$ cat config.mk
export PLATFORM = sky130hd
export DESIGN_NAME = sram_access_ctrl_flat
export DESIGN_NICKNAME = d
export VERILOG_FILES = /design/src/rtl/sram_access_ctrl_if.sv /design/src/rtl/sram_access_ctrl.sv /design/src/flat_wrapper.sv
export SDC_FILE = /design/constraint.sdc
export NUM_CORES = 1
export LEC_CHECK = 0
export CORE_ASPECT_RATIO = 1.75
export CORE_MARGIN = 3
export CORE_UTILIZATION = 42
export DETAILED_ROUTE_END_ITERATION = 7
export PLACE_DENSITY = 0.9
export SYNTH_ARGS = -nofsm -noshare
export SYNTH_HDL_FRONTEND = slang
export SYNTH_SLANG_ARGS = --single-unit
$ cat constraint.sdc
create_clock -name iCLK -period 2.63 [get_ports iCLK]
set_input_delay 0.263 -clock iCLK [delete_from_list [all_inputs] [get_ports iCLK]]
set_output_delay 0.263 -clock iCLK [all_outputs]
set_load 0.01 [all_outputs]
$ cat src/rtl/sram_access_ctrl_if.sv
// sram_access_ctrl_if
//   Host request/response bus and SRAM wrapper pin bus of sram_access_ctrl.
//   Host side : iREQ/oREADY handshake, iWR, iADDR, iWDATA, iBE, oRDATA/oRVALID
//   SRAM side : oSRAM_DATA/iSRAM_DATA, oSRAM_ADDR, active-low strobes
//   SRAM_BURST_EN adds iBLEN (burst length - 1) and oWNEXT (next write word).
//   master = requester plus SRAM wrapper; slave = the controller.
interface sram_access_ctrl_if;
   logic        iREQ;
   logic        oREADY;
   logic        iWR;
   logic [17:0] iADDR;
   logic [15:0] iWDATA;
   logic [1:0]  iBE;
   logic [15:0] oRDATA;
   logic        oRVALID;
   logic [15:0] oSRAM_DATA;
   logic [15:0] iSRAM_DATA;
   logic [17:0] oSRAM_ADDR;
   logic        oSRAM_WE_N;
   logic        oSRAM_OE_N;
   logic        oSRAM_CE_N;
   logic        oSRAM_UB_N;
   logic        oSRAM_LB_N;
`ifdef SRAM_BURST_EN
   logic [3:0]  iBLEN;
   logic        oWNEXT;

   modport master (output iREQ, iWR, iADDR, iWDATA, iBE, iSRAM_DATA, iBLEN,
                   input  oREADY, oRDATA, oRVALID, oSRAM_DATA, oSRAM_ADDR,
                          oSRAM_WE_N, oSRAM_OE_N, oSRAM_CE_N, oSRAM_UB_N,
                          oSRAM_LB_N, oWNEXT);
   modport slave  (input  iREQ, iWR, iADDR, iWDATA, iBE, iSRAM_DATA, iBLEN,
                   output oREADY, oRDATA, oRVALID, oSRAM_DATA, oSRAM_ADDR,
                          oSRAM_WE_N, oSRAM_OE_N, oSRAM_CE_N, oSRAM_UB_N,
                          oSRAM_LB_N, oWNEXT);
`else
   modport master (output iREQ, iWR, iADDR, iWDATA, iBE, iSRAM_DATA,
                   input  oREADY, oRDATA, oRVALID, oSRAM_DATA, oSRAM_ADDR,
                          oSRAM_WE_N, oSRAM_OE_N, oSRAM_CE_N, oSRAM_UB_N,
                          oSRAM_LB_N);
   modport slave  (input  iREQ, iWR, iADDR, iWDATA, iBE, iSRAM_DATA,
                   output oREADY, oRDATA, oRVALID, oSRAM_DATA, oSRAM_ADDR,
                          oSRAM_WE_N, oSRAM_OE_N, oSRAM_CE_N, oSRAM_UB_N,
                          oSRAM_LB_N);
`endif
endinterface

$ cat src/rtl/sram_access_ctrl.sv
// sram_access_ctrl
//   Sequential access controller in front of the 16-bit x 256K SRAM pin
//   wrapper. Each beat is SETUP (1) + ACCESS (WAIT_CYCLES) + HOLD (1) cycles;
//   WE_N/OE_N only go low in ACCESS, so address/data never move under a
//   write strobe.
//   Ports:
//     iCLK  - system clock
//     iRST  - synchronous active-high reset
//     bus   - sram_access_ctrl_if.slave (host handshake + SRAM wrapper pins)
//   Parameter WAIT_CYCLES : ACCESS cycles per beat, 1..8.
//   Optional macro SRAM_BURST_EN : multi-beat bursts of iBLEN+1 words with
//   incrementing (wrapping) address and oWNEXT write-data requests.
module sram_access_ctrl #(
   parameter int WAIT_CYCLES = 1
) (
   input logic           iCLK,
   input logic           iRST,
   sram_access_ctrl_if.slave bus
);

   typedef enum logic [1:0] {IDLE, SETUP, ACCESS, HOLD} state_t;

   localparam logic [2:0] LAST_CNT = 3'(WAIT_CYCLES - 1);

   state_t      state, state_nxt;
   logic [2:0]  cnt;
   logic        wr_q;
   logic [1:0]  be_q;
   logic [17:0] addr_q;
   logic [15:0] wdata_q;
   logic [15:0] rdata_q;
   logic        last_acc;
   logic        last_beat;

`ifdef SRAM_BURST_EN
   logic [3:0]  beats_q;   // beats remaining after the current one
   assign last_beat = (beats_q == 4'd0);
`else
   assign last_beat = 1'b1;
`endif

   assign last_acc = (state == ACCESS) && (cnt == LAST_CNT);

   // next state and all strobes derive from the state register
   always_comb begin
      state_nxt      = state;
      bus.oREADY     = 1'b0;
      bus.oRVALID    = 1'b0;
      bus.oSRAM_CE_N = 1'b1;
      bus.oSRAM_WE_N = 1'b1;
      bus.oSRAM_OE_N = 1'b1;
      bus.oSRAM_UB_N = 1'b1;
      bus.oSRAM_LB_N = 1'b1;
`ifdef SRAM_BURST_EN
      bus.oWNEXT     = 1'b0;
`endif
      case (state)
         IDLE: begin
            bus.oREADY = 1'b1;
            if (bus.iREQ) state_nxt = SETUP;
         end
         SETUP: begin
            bus.oSRAM_CE_N = 1'b0;
            bus.oSRAM_UB_N = ~be_q[1];
            bus.oSRAM_LB_N = ~be_q[0];
            state_nxt      = ACCESS;
         end
         ACCESS: begin
            bus.oSRAM_CE_N = 1'b0;
            bus.oSRAM_UB_N = ~be_q[1];
            bus.oSRAM_LB_N = ~be_q[0];
            bus.oSRAM_WE_N = ~wr_q;
            bus.oSRAM_OE_N = wr_q;
            if (last_acc) state_nxt = HOLD;
         end
         HOLD: begin
            bus.oSRAM_CE_N = 1'b0;
            bus.oSRAM_UB_N = ~be_q[1];
            bus.oSRAM_LB_N = ~be_q[0];
            bus.oRVALID    = ~wr_q;
`ifdef SRAM_BURST_EN
            bus.oWNEXT     = wr_q & ~last_beat;
`endif
            state_nxt      = last_beat ? IDLE : SETUP;
         end
         default: state_nxt = IDLE;
      endcase
   end

   always_ff @(posedge iCLK) begin
      if (iRST) begin
         state   <= IDLE;
         cnt     <= 3'd0;
         wr_q    <= 1'b0;
         be_q    <= 2'b00;
         addr_q  <= 18'd0;
         wdata_q <= 16'd0;
         rdata_q <= 16'd0;
`ifdef SRAM_BURST_EN
         beats_q <= 4'd0;
`endif
      end else begin
         state <= state_nxt;
         cnt   <= (state == ACCESS) ? cnt + 3'd1 : 3'd0;

         if (state == IDLE && bus.iREQ) begin
            wr_q   <= bus.iWR;
            be_q   <= bus.iBE;
            addr_q <= bus.iADDR;
            // write data only moves for writes; otherwise the pins keep it
            if (bus.iWR) wdata_q <= bus.iWDATA;
`ifdef SRAM_BURST_EN
            beats_q <= bus.iBLEN;
`endif
         end

         if (last_acc && !wr_q) rdata_q <= bus.iSRAM_DATA;

`ifdef SRAM_BURST_EN
         // HOLD -> SETUP of the next beat: 18-bit add wraps naturally
         if (state == HOLD && !last_beat) begin
            addr_q  <= addr_q + 18'd1;
            beats_q <= beats_q - 4'd1;
            if (wr_q) wdata_q <= bus.iWDATA;
         end
`endif
      end
   end

   assign bus.oSRAM_ADDR = addr_q;
   assign bus.oSRAM_DATA = wdata_q;
   assign bus.oRDATA     = rdata_q;

endmodule

$ cat src/flat_wrapper.sv
// flat-port wrapper written by rule: the top's interface ports become plain ports
module sram_access_ctrl_flat 
#(
   parameter int WAIT_CYCLES = 1
)
  (iCLK, iRST, bus_iREQ, bus_iWR, bus_iADDR, bus_iWDATA, bus_iBE, bus_iSRAM_DATA, bus_oREADY, bus_oRDATA, bus_oRVALID, bus_oSRAM_DATA, bus_oSRAM_ADDR, bus_oSRAM_WE_N, bus_oSRAM_OE_N, bus_oSRAM_CE_N, bus_oSRAM_UB_N, bus_oSRAM_LB_N);
  sram_access_ctrl_if bus_i ();
  input logic iCLK;
  input logic iRST;
  input wire logic [$bits(bus_i.iREQ)-1:0] bus_iREQ;
  input wire logic [$bits(bus_i.iWR)-1:0] bus_iWR;
  input wire logic [$bits(bus_i.iADDR)-1:0] bus_iADDR;
  input wire logic [$bits(bus_i.iWDATA)-1:0] bus_iWDATA;
  input wire logic [$bits(bus_i.iBE)-1:0] bus_iBE;
  input wire logic [$bits(bus_i.iSRAM_DATA)-1:0] bus_iSRAM_DATA;
  output wire logic [$bits(bus_i.oREADY)-1:0] bus_oREADY;
  output wire logic [$bits(bus_i.oRDATA)-1:0] bus_oRDATA;
  output wire logic [$bits(bus_i.oRVALID)-1:0] bus_oRVALID;
  output wire logic [$bits(bus_i.oSRAM_DATA)-1:0] bus_oSRAM_DATA;
  output wire logic [$bits(bus_i.oSRAM_ADDR)-1:0] bus_oSRAM_ADDR;
  output wire logic [$bits(bus_i.oSRAM_WE_N)-1:0] bus_oSRAM_WE_N;
  output wire logic [$bits(bus_i.oSRAM_OE_N)-1:0] bus_oSRAM_OE_N;
  output wire logic [$bits(bus_i.oSRAM_CE_N)-1:0] bus_oSRAM_CE_N;
  output wire logic [$bits(bus_i.oSRAM_UB_N)-1:0] bus_oSRAM_UB_N;
  output wire logic [$bits(bus_i.oSRAM_LB_N)-1:0] bus_oSRAM_LB_N;
  assign bus_i.iREQ = bus_iREQ;
  assign bus_i.iWR = bus_iWR;
  assign bus_i.iADDR = bus_iADDR;
  assign bus_i.iWDATA = bus_iWDATA;
  assign bus_i.iBE = bus_iBE;
  assign bus_i.iSRAM_DATA = bus_iSRAM_DATA;
  assign bus_oREADY = bus_i.oREADY;
  assign bus_oRDATA = bus_i.oRDATA;
  assign bus_oRVALID = bus_i.oRVALID;
  assign bus_oSRAM_DATA = bus_i.oSRAM_DATA;
  assign bus_oSRAM_ADDR = bus_i.oSRAM_ADDR;
  assign bus_oSRAM_WE_N = bus_i.oSRAM_WE_N;
  assign bus_oSRAM_OE_N = bus_i.oSRAM_OE_N;
  assign bus_oSRAM_CE_N = bus_i.oSRAM_CE_N;
  assign bus_oSRAM_UB_N = bus_i.oSRAM_UB_N;
  assign bus_oSRAM_LB_N = bus_i.oSRAM_LB_N;
  sram_access_ctrl #(.WAIT_CYCLES(WAIT_CYCLES)) u_core (.iCLK(iCLK), .iRST(iRST), .bus(bus_i));
endmodule
==> results by group <==
Power and ir drop
  – Pleak: 1.29 nW
  – Max IR drop VDD: 0.513 mV
  – Power Dens Cells: 857 mW/mm²
  – Total power draw: 3.02 mW

STA
  – Min Tclk post-route: 2.03 ns
  – Finish-stage setup viols: 0
  – Max_slew headroom: 49.1%
  – Pins over their slew limit: 0
  – Fin. Hold Viols: 0
  – Post-Route Setup TNS: 0 ns
  – Worst slew pin tran: 0.763 ns
  – Clk_skew: 0.00978 ns
  – Peak Freq: 492 MHz
  – Final Cycle Share: 77.3%
  – Unrepaired setup endpoints after global routing: false

Die
  – Initial Util: 44.0%
  – Die W: 60.8 µm
  – FP Rows: 34
  – Top Ports: 113
  – Die area: 0.00620 mm²
  – Area of the core: 0.00502 mm²
  – Die Y: 102 µm

Critical path
  – Largest fanout on the critical path: 7
  – CP Launch Type: flop
  – Crit path DAT: 1.77 ns
  – Critical Path End Type: output port
  – RR Endpoint: u_core.bus.oRDATA[13]
  – Cells on worst reg2reg path: 5
  – Worst setup path class: flop to output port
  – R2r startpoint: u_core.state[0]
  – Critical Path RT: 2.37 ns
  – Worst reg2reg setup slack: 0.86 ns

Global route
  – Largest net degree at the start of global routing: 43
  – First-pass GRT wire length: 8.85 mm
  – Total gr overflow: 0
  – Vias in the first global route: 2103
  – Antenna violations before repair: 0
  – Global-route usage over all layers: 18.8%

Route
  – Highest metal used: met4
  – Post-route antenna net violation count: 0
  – Router iterations before antenna repair: 4
  – Post-DR wirelength/cell: 13.0 µm
  – Routed vias: 2071
  – Total routed wirelength: 5.67 mm
  – M1 WL: 1.98 mm
  – Routed wl met2: 3.09 mm
  – Iter 0 DRT Violations: 73
  – Vias per Instance: 4.76
  – # DRC: 0
  – Met3 wire length: 488 µm

Synth
  – Synth async-reset ratio: 0%
  – EDFF count, synth: 0
  – Yosys reg bits: 58
  – Share of the synthesized area in the top cell type: 52.5%
  – Post-Synthesis Cell Area: 0.00221 mm²
  – Sequential element share of the synthesized area: 52.5%
  – Synth warnings: 0
  – Post-Synthesis Cells: 268
  – Syn_nets: 330
  – Syn Area/Cell: 8.24 µm²
  – Yosys cell types: 25
  – Area contributors post-synth: dfxtp_1, nand2_1, a21oi_1
  – Cell accounting for the most synthesized area: dfxtp_1
  – Ys flop type: dfxtp_1

Clock tree
  – TritonCTS Buffers: 9
  – Post-cts sizing count: 0
  – Post-CTS setup repair buffer count: 0
  – Clock latency on the worst-skew pair: 0.32 ns
  – Clock buffer depth: 2
  – # clock sinks: 58
  – Hold_buf cts: 0
  – H-tree Lvls: 3
  – Root cell of the clock tree: clkbuf_8
  – Clk slew on worst S/H paths: 0.07 ns
  – CTS tree: done

Run
  – Max-Cap Viols: 0

Cells and area
  – Post-route insts no fill: 435
  – Ant diodes: 0
  – Synthesis-to-layout area growth: 59.7%
  – Share of cells above drive strength 1: 8.66%
  – Nets: 438
  – Final-layout fill cell count: 387

Placed design
  – Routability cong.: 0.736
  – Post-DP HPWL: 4.22 mm
  – Dpl cells: 419
  – Port Buffers: 112

Hold path
  – Min-delay src: u_core.bus.oSRAM_DATA[14]
  – Hold EP: u_core.bus.oSRAM_DATA[14]
  – WHS Path Cells: 2
  – Hold Crit Class: flop to flop

Outcome
  – Status: finished clean
-- layer usage --
layer / vias up / global-route usage (%)
li1: 1071 / -
met1: 905 / 17.9
met2: 83 / 34.0
met3: 12 / 7.71
met4: 0 / 8.18
met5: - / 0
-- worst max-delay path, stage by stage, from the launching register on --
cell	delay [ns]
dfxtp_1	0.32
inv_1	0.13
ha_1	0.28
or2b_1	0.25
clkdlybuf4s50_1	0.47
-- final cells by class --
type / count / area, µm² / area share, %
clock buffer: 11 / 151 / 4.29
inverter: 6 / 22.5 / 0.638
multi-input combinational: 187 / 943 / 26.7
timing repair buffer: 114 / 1130 / 32.0
sequential: 58 / 1160 / 32.9
clock inverter: 5 / 52.6 / 1.49
tap: 54 / 67.6 / 1.91
-- kinds of logic after synthesis --
kind of cell               after synthesis  synth area share (%)
muxes                                    1                 0.453
and+or+nand+nor                        124                  23.3
adders and majority gates                6                  3.40
DFF                                     58                  52.5
AOI/OAI and AO/OA                       55                  14.4
xor gates and xnor gates                 1                 0.396
buffers and inverters                   23                  5.44
-- Yosys cell counts, types with 2 or more instances --
master	number
or2b_1	2
clkbuf_1	6
buf_4	2
inv_1	6
ha_1	6
a21oi_1	43
a21oi_2	10
nand2_1	103
buf_2	7
nor2_1	5
nand2b_1	5
dfxtp_1	58
nand2_2	3
-- registers in the layout, summed over array words and instances (netlist names) --
register,count
u_core.be_q,2
u_core.bus.oRDATA,16
u_core.bus.oSRAM_ADDR,18
u_core.bus.oSRAM_DATA,16
u_core.cnt,3
u_core.state,2
u_core.wr_q,1
-- per-stage QoR --
step	setup slack (ns)	area (µm²)	hold slack, ns	utilization [%]
detailed placement	0.791	3330	0.442	66.3
CTS	0.564	3530	0.453	70.3
finish	0.598	3530	0.453	70.3
global route	0.482	3530	0.468	70.3
floorplan	1.20	2210	0.390	-
global placement	0.873	3330	0.426	66.3
-- cell usage in the layout (no fill, tap or decap), types with 2 or more instances in the layout --
cell type / Yosys / routed
clkdlybuf4s50_1: 0 / 111
nand2_1: 103 / 103
dfxtp_1: 58 / 58
a21oi_1: 43 / 43
clkbuf_8: 0 / 11
a21oi_2: 10 / 10
inv_1: 6 / 6
ha_1: 6 / 6
nand2b_1: 5 / 5
nor2_1: 5 / 5
nand2_2: 3 / 3
clkinv_2: 0 / 3
or2b_1: 2 / 2
buf_4: 2 / 2
-- where the power goes --
group          switching (mW)  leakage (nW)  internal, mW  total, mW
clock network           0.334         0.105         0.484      0.817
logic                   0.527         0.712         0.546       1.07
registers              0.0908         0.473          1.04       1.13
-- worst max-delay path by stage --
stage                                      endpoint  cells after the start       startpoint  slack (ns)
after CTS                            bus_oSRAM_OE_N                      4  u_core.state[0]        0.56
after detailed placement  u_core.bus.oSRAM_DATA[12]                      4         bus_iREQ        0.79
final                                bus_oSRAM_OE_N                      4  u_core.state[0]        0.60
after global placement    u_core.bus.oSRAM_DATA[12]                      4         bus_iREQ        0.87
after global routing                 bus_oSRAM_OE_N                      4  u_core.state[0]        0.48
after floorplan                         u_core.wr_q                      7  u_core.state[1]        1.20
No activity file was read; power rests on OpenSTA's default activity.
